===== src/rtl/gray_codec_pipe.sv =====
// Pipelined bidirectional Gray/binary converter with valid/ready on both sides.
// Optional adjacency checker on Gray-mode inputs: define GRAY_CODEC_ADJCHK_EN.
module gray_codec_pipe #(
  parameter int DATA_WIDTH  = 8,
  parameter int PIPE_STAGES = 2
) (
  input  logic                  iClk,
  input  logic                  iRst,
  input  logic                  iValid,
  output logic                  oReady,
  input  logic                  iMode,
  input  logic [DATA_WIDTH-1:0] iData,
  output logic                  oValid,
  input  logic                  iReady,
  output logic                  oMode,
  output logic [DATA_WIDTH-1:0] oData
`ifdef GRAY_CODEC_ADJCHK_EN
  ,
  output logic                  oAdjErr
`endif
);

  localparam int W     = DATA_WIDTH;
  localparam int S     = PIPE_STAGES;
  localparam int CHUNK = (W + S - 1) / S;

  // Handshake: a word moves into stage k on a rising edge when the source is
  // valid and stage k is ready; stage k is ready when it is empty or stage k+1
  // is ready, and the stage after the last is ready when iReady is high.
  // Transfers upstream happen on iValid & oReady, downstream on oValid & iReady.

  logic [S-1:0] stgValid;
  logic [S-1:0] stgMode;
  logic [W-1:0] stgData [S];
  logic [S-1:0] stgReady;

  logic [S-1:0] srcValid;
  logic [S-1:0] srcMode;
  logic [W-1:0] srcData [S];
  logic [W-1:0] stgNext [S];
  logic [S-1:0] hiMask;

  // Resolve the Gray bits owned by stage k; bits above are already binary,
  // bits below are carried through as raw Gray for later stages.
  function automatic logic [W-1:0] grayStep(input logic [W-1:0] w, input int k);
    logic [W-1:0] r;
    int hi;
    int lo;
    r  = w;
    hi = W - 1 - k * CHUNK;
    lo = W - (k + 1) * CHUNK;
    for (int i = W - 2; i >= 0; i--) begin
      if (i <= hi && i >= lo) r[i] = r[i + 1] ^ r[i];
    end
    return r;
  endfunction

  always_comb begin
    srcValid[0] = iValid;
    srcMode[0]  = iMode;
    srcData[0]  = iData;
    for (int k = 1; k < S; k++) begin
      srcValid[k] = stgValid[k - 1];
      srcMode[k]  = stgMode[k - 1];
      srcData[k]  = stgData[k - 1];
    end
  end

  // Binary->Gray is done entirely in stage 0 and then only carried along.
  always_comb begin
    for (int k = 0; k < S; k++) begin
      stgNext[k] = srcData[k];
      if (!srcMode[k]) stgNext[k] = grayStep(srcData[k], k);
      else if (k == 0) stgNext[k] = srcData[k] ^ (srcData[k] >> 1);
    end
  end

  // Stage k is ready unless it and every stage after it are full and iReady is low.
  always_comb begin
    hiMask   = '0;
    stgReady = '0;
    for (int k = 0; k < S; k++) begin
      hiMask      = {S{1'b1}} << k;
      stgReady[k] = iReady || ((stgValid & hiMask) != hiMask);
    end
  end

  always_ff @(posedge iClk or posedge iRst) begin
    if (iRst) begin
      stgValid <= '0;
      stgMode  <= '0;
      for (int k = 0; k < S; k++) stgData[k] <= '0;
    end else begin
      for (int k = 0; k < S; k++) begin
        if (stgReady[k]) begin
          stgValid[k] <= srcValid[k];
          if (srcValid[k]) begin
            stgMode[k] <= srcMode[k];
            stgData[k] <= stgNext[k];
          end
        end
      end
    end
  end

  assign oReady = stgReady[0];
  assign oValid = stgValid[S - 1];
  assign oMode  = stgMode[S - 1];
  assign oData  = stgData[S - 1];

`ifdef GRAY_CODEC_ADJCHK_EN
  logic [W-1:0] lastGray;
  logic         lastGrayValid;
  logic         headErr;
  logic [S-1:0] srcErr;
  logic [S-1:0] stgErr;

  assign headErr = !iMode && lastGrayValid && ($countones(iData ^ lastGray) > 1);

  always_ff @(posedge iClk or posedge iRst) begin
    if (iRst) begin
      lastGray      <= '0;
      lastGrayValid <= 1'b0;
    end else if (iValid && stgReady[0] && !iMode) begin
      lastGray      <= iData;
      lastGrayValid <= 1'b1;
    end
  end

  always_comb begin
    srcErr    = '0;
    srcErr[0] = headErr;
    for (int k = 1; k < S; k++) srcErr[k] = stgErr[k - 1];
  end

  // The flag rides alongside its word so it stays aligned through stalls.
  always_ff @(posedge iClk or posedge iRst) begin
    if (iRst) begin
      stgErr <= '0;
    end else begin
      for (int k = 0; k < S; k++) begin
        if (stgReady[k] && srcValid[k]) stgErr[k] <= srcErr[k];
      end
    end
  end

  assign oAdjErr = stgErr[S - 1];
`endif

endmodule

===== config.mk =====
export PLATFORM = sky130hd
export DESIGN_NAME = gray_codec_pipe
export DESIGN_NICKNAME = d
export VERILOG_FILES = /design/src/rtl/gray_codec_pipe.sv
export SDC_FILE = /design/constraint.sdc
export NUM_CORES = 1
export LEC_CHECK = 0
export BUFFER_PORTS_ARGS = -buffer_cell sky130_fd_sc_hd__buf_2
export CAP_MARGIN = 40
export CORE_UTILIZATION = 50
export DETAILED_ROUTE_END_ITERATION = 8
export MAX_ROUTING_LAYER = met4
export PLACE_DENSITY = 0.76
export SYNTH_ARGS = -nofsm -noshare
export SYNTH_HDL_FRONTEND = slang
export SYNTH_SLANG_ARGS = --single-unit
export TNS_END_PERCENT = 1

===== constraint.sdc =====
create_clock -name iClk -period 3.4 [get_ports iClk]
set_clock_uncertainty 0.1 [all_clocks]
set_input_delay 0.51 -clock iClk [delete_from_list [all_inputs] [get_ports iClk]]
set_output_delay 0.51 -clock iClk [all_outputs]
set_load 0.03 [all_outputs]

* Yosys cells after proc, flatten, opt, wreduce, memory -nomap -nowiden
Cells that the tools add are included.
Cells by class: equality and inequality tests 1, mux-type cells 7, bitwise gates (word level) 9, reduce and logical (&&, ||, !) cells 4
Operators by type and width (number):
- $mux W8 | 1
- $xor A8 B7 Y8 | 1
- $xor A1 B1 Y1 | 7
- $mux W1 | 5
- $mux W4 | 1
- $reduce_and A2 Y1 | 2
- $logic_or A1 B1 Y1 | 2
- $ne A2 B2 Y1 const B | 1
- $not A1 Y1 | 1
Storage, ports and cells: bits in registers 20, input port bits 13, output and inout port bits 11, logic and storage cells 27

* Longest topological paths before layout
Gate-level depths: netlist (run 1).
depth after elaboration 8, gate-level depth with buffers 5, depth with buffers taken out 4

* Worst setup path before layout (run 1)
Ideal clock, no wire load.
path kind input port to flip-flop, start input port iReady, end register stgData, in the netlist srcData[0], library setup time 136 ps, arrival 1533 ps, required time 3164 ps, path slack 1630 ps, stages on the path 4, buffers on the path 1, cell sequence nand3b_1 nand2_1 clkbuf_1 o21ai_0
Between the ends: cells in the longest elaborated chain, start to end 2
Ends and longest elaborated chain:
- start: declaration | RTL line 14 | input logic iReady,
- $logic_or A1 B1 Y1 | RTL line 84 | stgReady[k] = iReady || ((stgValid & hiMask) != hiMask);
- $reduce_and A2 Y1 (no source line)
- end signal: indexed assignment | RTL line 99 | stgData[k] <= stgNext[k];
- end: declaration | RTL line 34 | logic [W-1:0] stgData [S];
Every way passes these cells. A chain may end at the register's enable or synchronous reset.

* Worst setup path in the final report (run 1)
start register stgData, in the netlist srcData[4], end register stgData, in the netlist oData[0]
Between the ends: cells in the longest elaborated chain, start to end 8
Ends and longest elaborated chain:
- $xor A1 B1 Y1 | RTL line 53 | if (i <= hi && i >= lo) r[i] = r[i + 1] ^ r[i];
- $mux W1 | RTL line 73 | if (!srcMode[k]) stgNext[k] = grayStep(srcData[k], k);
- $xor A1 B1 Y1 | RTL line 53
- $mux W1 | RTL line 73
- $xor A1 B1 Y1 | RTL line 53
- $mux W1 | RTL line 73
- $xor A1 B1 Y1 | RTL line 53
- $mux W4 | RTL line 73
Every way passes these cells. The select of a mux whose other input is x is not followed.

==> results of run 1 <==
-- stage by stage --
stage / std cells / utilization, % / hold WS, ns / power, mW
global placement: 135 / 61.7 / 0.360 / 0.579
finish: 139 / 63.8 / 0.202 / 0.717
floorplan: 89 / - / 0.342 / 0.515
global route: 139 / 63.8 / 0.262 / 0.761
detailed placement: 135 / 61.7 / 0.369 / 0.585
CTS: 139 / 63.8 / 0.220 / 0.724
-- final timing paths --
kind                                        startpoint                 endpoint
worst min-delay path                              iRst   srcData[1]$_DFFE_PP0P_
worst max register to register  srcData[4]$_DFFE_PP0P_     oData[0]$_DFFE_PP0P_
min in group iClk                               iValid  stgValid[0]$_DFFE_PP0P_
worst min register to register    oData[1]$_DFFE_PP0P_     oData[1]$_DFFE_PP0P_
worst max-delay path            srcData[4]$_DFFE_PP0P_     oData[0]$_DFFE_PP0P_
max in group asynchronous                         iRst     oData[7]$_DFFE_PP0P_
-- cells in the final DEF (no fill, tap or decap), types with 2 or more instances in the layout --
| cell type | instances |
|---|---|
| o21ai_0 | 10 |
| xnor2_1 | 7 |
| nand2_1 | 23 |
| nor2_1 | 3 |
| mux2_2 | 5 |
| buf_2 | 23 |
| nand2b_1 | 3 |
| dfrtp_1 | 20 |
| xor2_1 | 7 |
| clkbuf_4 | 3 |
| nor2b_1 | 2 |
-- power breakdown --
part           switching [mW]  total, mW  internal, mW  leakage, nW
Clock                  0.0730      0.138        0.0654       0.0210
Sequential             0.0373      0.330         0.293        0.243
Combinational           0.152      0.249        0.0963        0.273
Total                   0.262      0.717         0.455        0.537
-- layer usage --
| layer | up-vias | wire length (um) | track usage, % |
|---|---|---|---|
| met5 | - | 0 | - |
| met4 | 0 | 15 | 9.09 |
| met3 | 2 | 60 | 3.60 |
| met2 | 18 | 758 | 30.1 |
| met1 | 305 | 690 | 21.6 |
| li1 | 339 | - | - |
-- registers in the layout, indices dropped and copies added (netlist names) --
name and cells:
oData 8, srcData 8, stgMode 2, stgValid 2
-- final cells by class --
type / instances / share of cell area [%]
clock buffer: 4 / 3.29
inverter: 1 / 0.341
multi-input combinational: 66 / 37.7
sequential: 20 / 45.4
tap: 25 / 2.84
timing repair buffer: 23 / 10.4
-- cells by family after synthesis --
kind of cell              Yosys count
DFF                                20
buffers and inverters               3
xor gates and xnor gates           15
and+or+nand+nor                    35
muxes                               5
AOI/OAI and AO/OA                  11
==> qor.yml, run 1 <==
status:
  outcome: "finished clean"
detailed_routing:
  num_vias: 664
  dr.first_iter.drc_count: 9
  first_pass_iters: 4
  wl_um: 1530
  detail-route-antenna-nets: 0
  drt-wirelength-per-cell_um: 11.0
  drc: 0
  viasPerCell: 4.78
sta:
  period_needed_ns: 1.73
  setup-tns-final_ns: 0
  rsz0062_at_grt: "false"
  worstMarginPinSlew_ns: 0.723
  maxSlewViolCount: 0
  fin_ws_ns: 1.67
  setup-violations-final: 0
  fin_crit_sh_pct: 51.0
  hold_viol_final: 0
  slew_headroom_pct: 51.8
  fmax_ghz: 0.577
critical_path:
  start_kind: "flip-flop"
  crit_path_top_delay_cell: "xnor3_1"
  arrival_ns: 1.87
  cp-end-kind: "flip-flop"
  crit_chain: "xnor3_1, xor2_1, or4_1, nand3_1"
  r2r_slack_ns: 1.67
  max_stage_delay_ns: 0.46
  path_buf_inv: 0
  cp.required_ns: 3.54
  path_max_fanout: 5
  timing.critical_path.depth: 4
  cp_top_family: "XOR/XNOR gates"
  rr_worst_depth: 4
  critPathKind: "flip-flop to flip-flop"
global_route:
  grt_pass1_wl_um: 2530
  antenna_found_initial: 0
  track_usage_pct: 18.4
  grt_max_degree: 21
  grt_pass1_vias: 612
  gr-total-overflow: 0
cells_and_area:
  syn_to_final_growth_pct: 18.9
  drive_above_1_share_pct: 28.1
  fillers: 149
  finalInstanceArea_mm2: 0.00110
  final-seq-area_um2: 500
  diodes: 0
  multi_input_area_um2: 415
  final_nets: 128
place:
  place_ws_ns: 1.61
  globalplace.congestion: 0.767
  placed_area_mm2: 0.00107
  dp.final_hpwl_um: 1130
  port_buffers: 23
logic_synthesis:
  syn_area_um2: 927
  synthFlopType: "dfrtp_1"
  synth-xor-area-share_pct: 15.7
  syn_inst: 89
  synth-seq-cells: 20
  muxShareOfSynthArea_pct: 6.07
  synth_warnings: 0
  synth_edf_count: 0
  syn_nets: 102
  avgSynthCellArea_um2: 10.4
  yosysTopAreaCellShare_pct: 54.0
  synth_cell_types: 17
  synthTopCellsByArea: "dfrtp_1 (54%), nand2_1 (9.3%), xnor2_1 (6.6%)"
  synth_top_family_by_area: "simple AND/OR/NAND/NOR gates"
  synthSimpleGateAreaFrac_pct: 16.7
  synth-compound-area-share_pct: 6.34
  synthAdderAreaFrac_pct: 0
  yosysSeqAreaShare_pct: 54.0
  async_reset_ff_share_pct: 100
  synth_top_cell_by_area: "dfrtp_1"
  netlist_top_cells_count: "nand2_1 (23), dfrtp_1 (20), o21ai_0 (10), xnor2_1 (7), xor2_1 (7)"
  synth_most_common_cell: "nand2_1"
power:
  peakVddDrop_uv: 286
  p_per_area_mw_per_mm2: 651
  leakage_nw: 0.537
clock_tree:
  cts.clk_slew.worst_paths_ns: 0.12
  clkLatencyLatePin_ns: 0.31
  ctsHtreeMaxLevel: 1
  post-cts-setup-buffer-count: 0
  cts_buffer_depth: 2
  cts-root-buf: "clkbuf_4"
  holdBufCountCts: 0
  cts_resized: 0
  numCtsBuffers: 3
  cts_tree: "yes"
  clock-sinks: 20
floorplanning:
  core_area_mm2: 0.00173
  num_rows: 15
  ios: 24
  die_h_um: 45.1
  die-area_mm2: 0.00203
  initial_core_util_pct: 53.7
  die_w_um: 45.1
hold_path:
  hp-class: "input port to asynchronous set/reset pin"
job:
  maxCapViolations: 0
(Power assumes the default switching activity.)
==> run 2, diff against run 1 <==
Settings changed: ABC_AREA from default to 1, PLACE_DENSITY 0.76 to 0.75.
Clock period 3.4 ns to 1.6 ns, I/O delays scaled along.
==> run 2 against run 1 <==
  * Sequential power increased by 110%
  * Area after synthesis is 16% higher
  * Die area grew 15%
  * Hold slack worse by 0.12 ns
  * Clock-buffer cell count is 1 lower
  * Core utilization shrank 1.8 points
  * Critical path type is now flip-flop to output pin
  * Largest cell class unchanged
  * Highest routed layer unchanged
==> qor.yml, run 2 <==
status:
  outcome: "finished clean"
detailed_routing:
  num_vias: 830  # +25%
  routed-wl-met3_um: 56  # -6.7%
  first_pass_iters: 4  # unchanged
  drc: 0  # unchanged
  m1WireLength_um: 841  # +22%
  detail-route-antenna-nets: 0  # unchanged
  wl_um: 1770  # +16%
  met2_length_um: 854  # +13%
  drt-wirelength-per-cell_um: 9.96  # -9.3%
  dr.first_iter.drc_count: 19  # +10
  viasPerCell: 4.66  # -2.4%
  highest_layer: "met4"
critical_path:
  cp.required_ns: 1.26  # -2.28 ns
  critPathKind: "flip-flop to output pin"
  crit_path_top_delay_cell: "dfrtp_1"
  arrival_ns: 1.12  # -0.75 ns
  start_kind: "flip-flop"
  crit_chain: "nand2_2, nor2_4, inv_2, buf_2"
  path_max_fanout: 3  # -2
  rr_worst_depth: 4  # unchanged
  path_buf_inv: 2  # +2
  timing.critical_path.depth: 4  # unchanged
  cp_top_family: "flip-flops"
  cp-end-kind: "output pin"
  max_stage_delay_ns: 0.41  # -0.05 ns
hold_path:
  hp-class: "input port to flip-flop"
  whs_path_depth: 3
sta:
  maxSlewViolCount: 0  # unchanged
  fmax_ghz: 0.683
  period_needed_ns: 1.46
  setup-violations-final: 0  # unchanged
  rsz0062_at_grt: "false"
  hold_viol_final: 0  # unchanged
  fin_crit_sh_pct: 91.5
  slew_headroom_pct: 82.1  # +30 points
  worstMarginPinSlew_ns: 0.268  # -0.455 ns
  whs_ns: 0.0780  # -0.124 ns
  setup-tns-final_ns: 0  # unchanged
place:
  globalplace.congestion: 0.825  # +7.7%
  dp.final_hpwl_um: 1390  # +23%
  placed_area_mm2: 0.00120  # +13%
  port_buffers: 23  # unchanged
cells_and_area:
  syn_to_final_growth_pct: 15.3
  diodes: 0  # unchanged
  drive_above_1_share_pct: 36.4  # +8.4 points
  final_nets: 166  # +30%
  mostFrequentLayoutCells: "nand2_1 (38), buf_2 (23), dfrtp_1 (20), inv_1 (14), nand2_2 (8)"
  finalInstanceArea_mm2: 0.00124  # +13%
  layout_commonest_cell: "nand2_1"
logic_synthesis:
  synth-seq-cells: 20  # unchanged
  synthTopCellsByArea: "dfrtp_1 (47%), nand2_1 (13%), o21ai_2 (5.7%)"
  syn_area_mm2: 0.00108  # +16%
  syn_inst: 124  # +39%
  synth_edf_count: 0  # unchanged
  netlist_top_cells_count: "nand2_1 (38), dfrtp_1 (20), inv_1 (14), nand2_2 (8), o21ai_2 (7)"
  yosysSeqAreaShare_pct: 46.5  # -7.5 points
  synth_warnings: 0  # unchanged
  synth_top_cell_by_area: "dfrtp_1"
  synth_cell_types: 24  # +7
  synthFlopType: "dfrtp_1"
  synth_most_common_cell: "nand2_1"
  yosysTopAreaCellShare_pct: 46.5  # -7.5 points
  async_reset_ff_share_pct: 100  # unchanged
  syn_nets: 137  # +34%
  avgSynthCellArea_um2: 8.68  # -17%
floorplanning:
  ios: 24  # unchanged
  num_rows: 16  # +1
  die-area_mm2: 0.00234  # +15%
  initial_core_util_pct: 53.8  # +0.054 points
  die_w_um: 48.4  # +7.4%
  die_h_um: 48.4  # +7.4%
  core_area_mm2: 0.00200  # +16%
clock_tree:
  ctsHtreeMaxLevel: 1  # unchanged
  cts_tree: "yes"
  clock-sinks: 20  # unchanged
  numCtsBuffers: 3  # unchanged
  clkLatencyLatePin_ns: 0.29  # -0.02 ns
  cts-root-buf: "clkbuf_4"
  cts_buffer_depth: 2  # unchanged
  cts.clk_slew.worst_paths_ns: 0.10  # -0.02 ns
global_route:
  track_usage_pct: 18.2  # -0.21 points
  grt_pass1_wl_um: 3180  # +26%
  grt_max_degree: 21  # unchanged
  gr-total-overflow: 0  # unchanged
  grt_pass1_vias: 770  # +26%
  antenna_found_initial: 0  # unchanged
power:
  p_per_area_mw_per_mm2: 1130  # +74%
  leakage_nw: 0.667  # +24%
  peakVddDrop_uv: 565  # +98%
job:
  maxCapViolations: 0  # unchanged
run 2: changes by cell type after synthesis, moves of 3 or more:
cell	change
a21oi_1	+3
mux2_2	-5
nand2_1	+15
o21ai_1	+3
inv_1	+13
o21ai_0	-9
inv_2	+5
nand3_1	+5
nand2_2	+8
nand2b_1	-3
o21ai_2	+7
xnor2_1	-7
run 2: layer usage:
layer  up-vias  GRT usage [%]
li1        439              -
met1       368           22.5
met2        21           30.0
met3         2          0.943
met4         0           10.3
met5         -              -
run 2: final timing paths:
kind	start	end	slack, ns
min in group asynchronous	iRst	oData[6]$_DFFE_PP0P_	0.40
worst min register to register	stgMode[1]$_DFFE_PP0P_	stgMode[1]$_DFFE_PP0P_	0.38
worst max register to register	stgValid[1]$_DFFE_PP0P_	oData[1]$_DFFE_PP0P_	0.26
max in group asynchronous	iRst	srcData[1]$_DFFE_PP0P_	0.79
worst max-delay path	stgValid[1]$_DFFE_PP0P_	oReady	0.14
worst min-delay path	iValid	stgValid[0]$_DFFE_PP0P_	0.08
run 2: worst min-delay path, cell delays in order:
cell	delay, ns
buf_2	0.08
inv_2	0.05
nand2_1	0.06
run 2: logic make-up (layout without fill, tap and decap cells):
logic type                after synthesis  in the layout  synth area share [%]
and+or+nand+nor                        60             60                  27.6
buffers and inverters                  22             49                  10.1
DFF                                    20             20                  46.5
AOI/OAI and AO/OA                      17             17                  11.7
xor gates and xnor gates                5              5                  4.07
run 2: final cells by class:
class,count,area [um2]
well taps,27,33.8
repair buffers,26,140
inverters,20,77.6
flip-flops and latches,20,500
fillers,189,761
multi-input cells,82,467
clock buffers,3,22.5
run 2: per-stage QoR:
| step | utilization (%) | power, mW | std cells | setup WS (ns) |
|---|---|---|---|---|
| 4_1_cts | 61.6 | 1.42 | 177 | 0.0643 |
| 2_1_floorplan | - | 1.07 | 124 | 0.237 |
| 3_3_place_gp | 60.0 | 1.18 | 173 | 0.328 |
| 3_5_place_dp | 60.0 | 1.19 | 173 | 0.299 |
| 5_1_grt | 62.0 | 1.50 | 178 | 0.0644 |
| 6_report | 62.0 | 1.41 | 178 | 0.137 |
run 2: report_power, final:
part           total, mW  internal (mW)  switching [mW]  leakage (nW)
registers          0.677          0.604          0.0722         0.241
clock network      0.224         0.0875           0.136        0.0138
logic              0.505          0.169           0.336         0.412
run 2: timing repair:
item                                    in CTS  in global routing
hold endpoints to repair                    20                  0
setup buffers                                0                  1
hold buffers                                 1                  0
resized for setup                            0                  0
endpoints found under the setup margin       0                  1
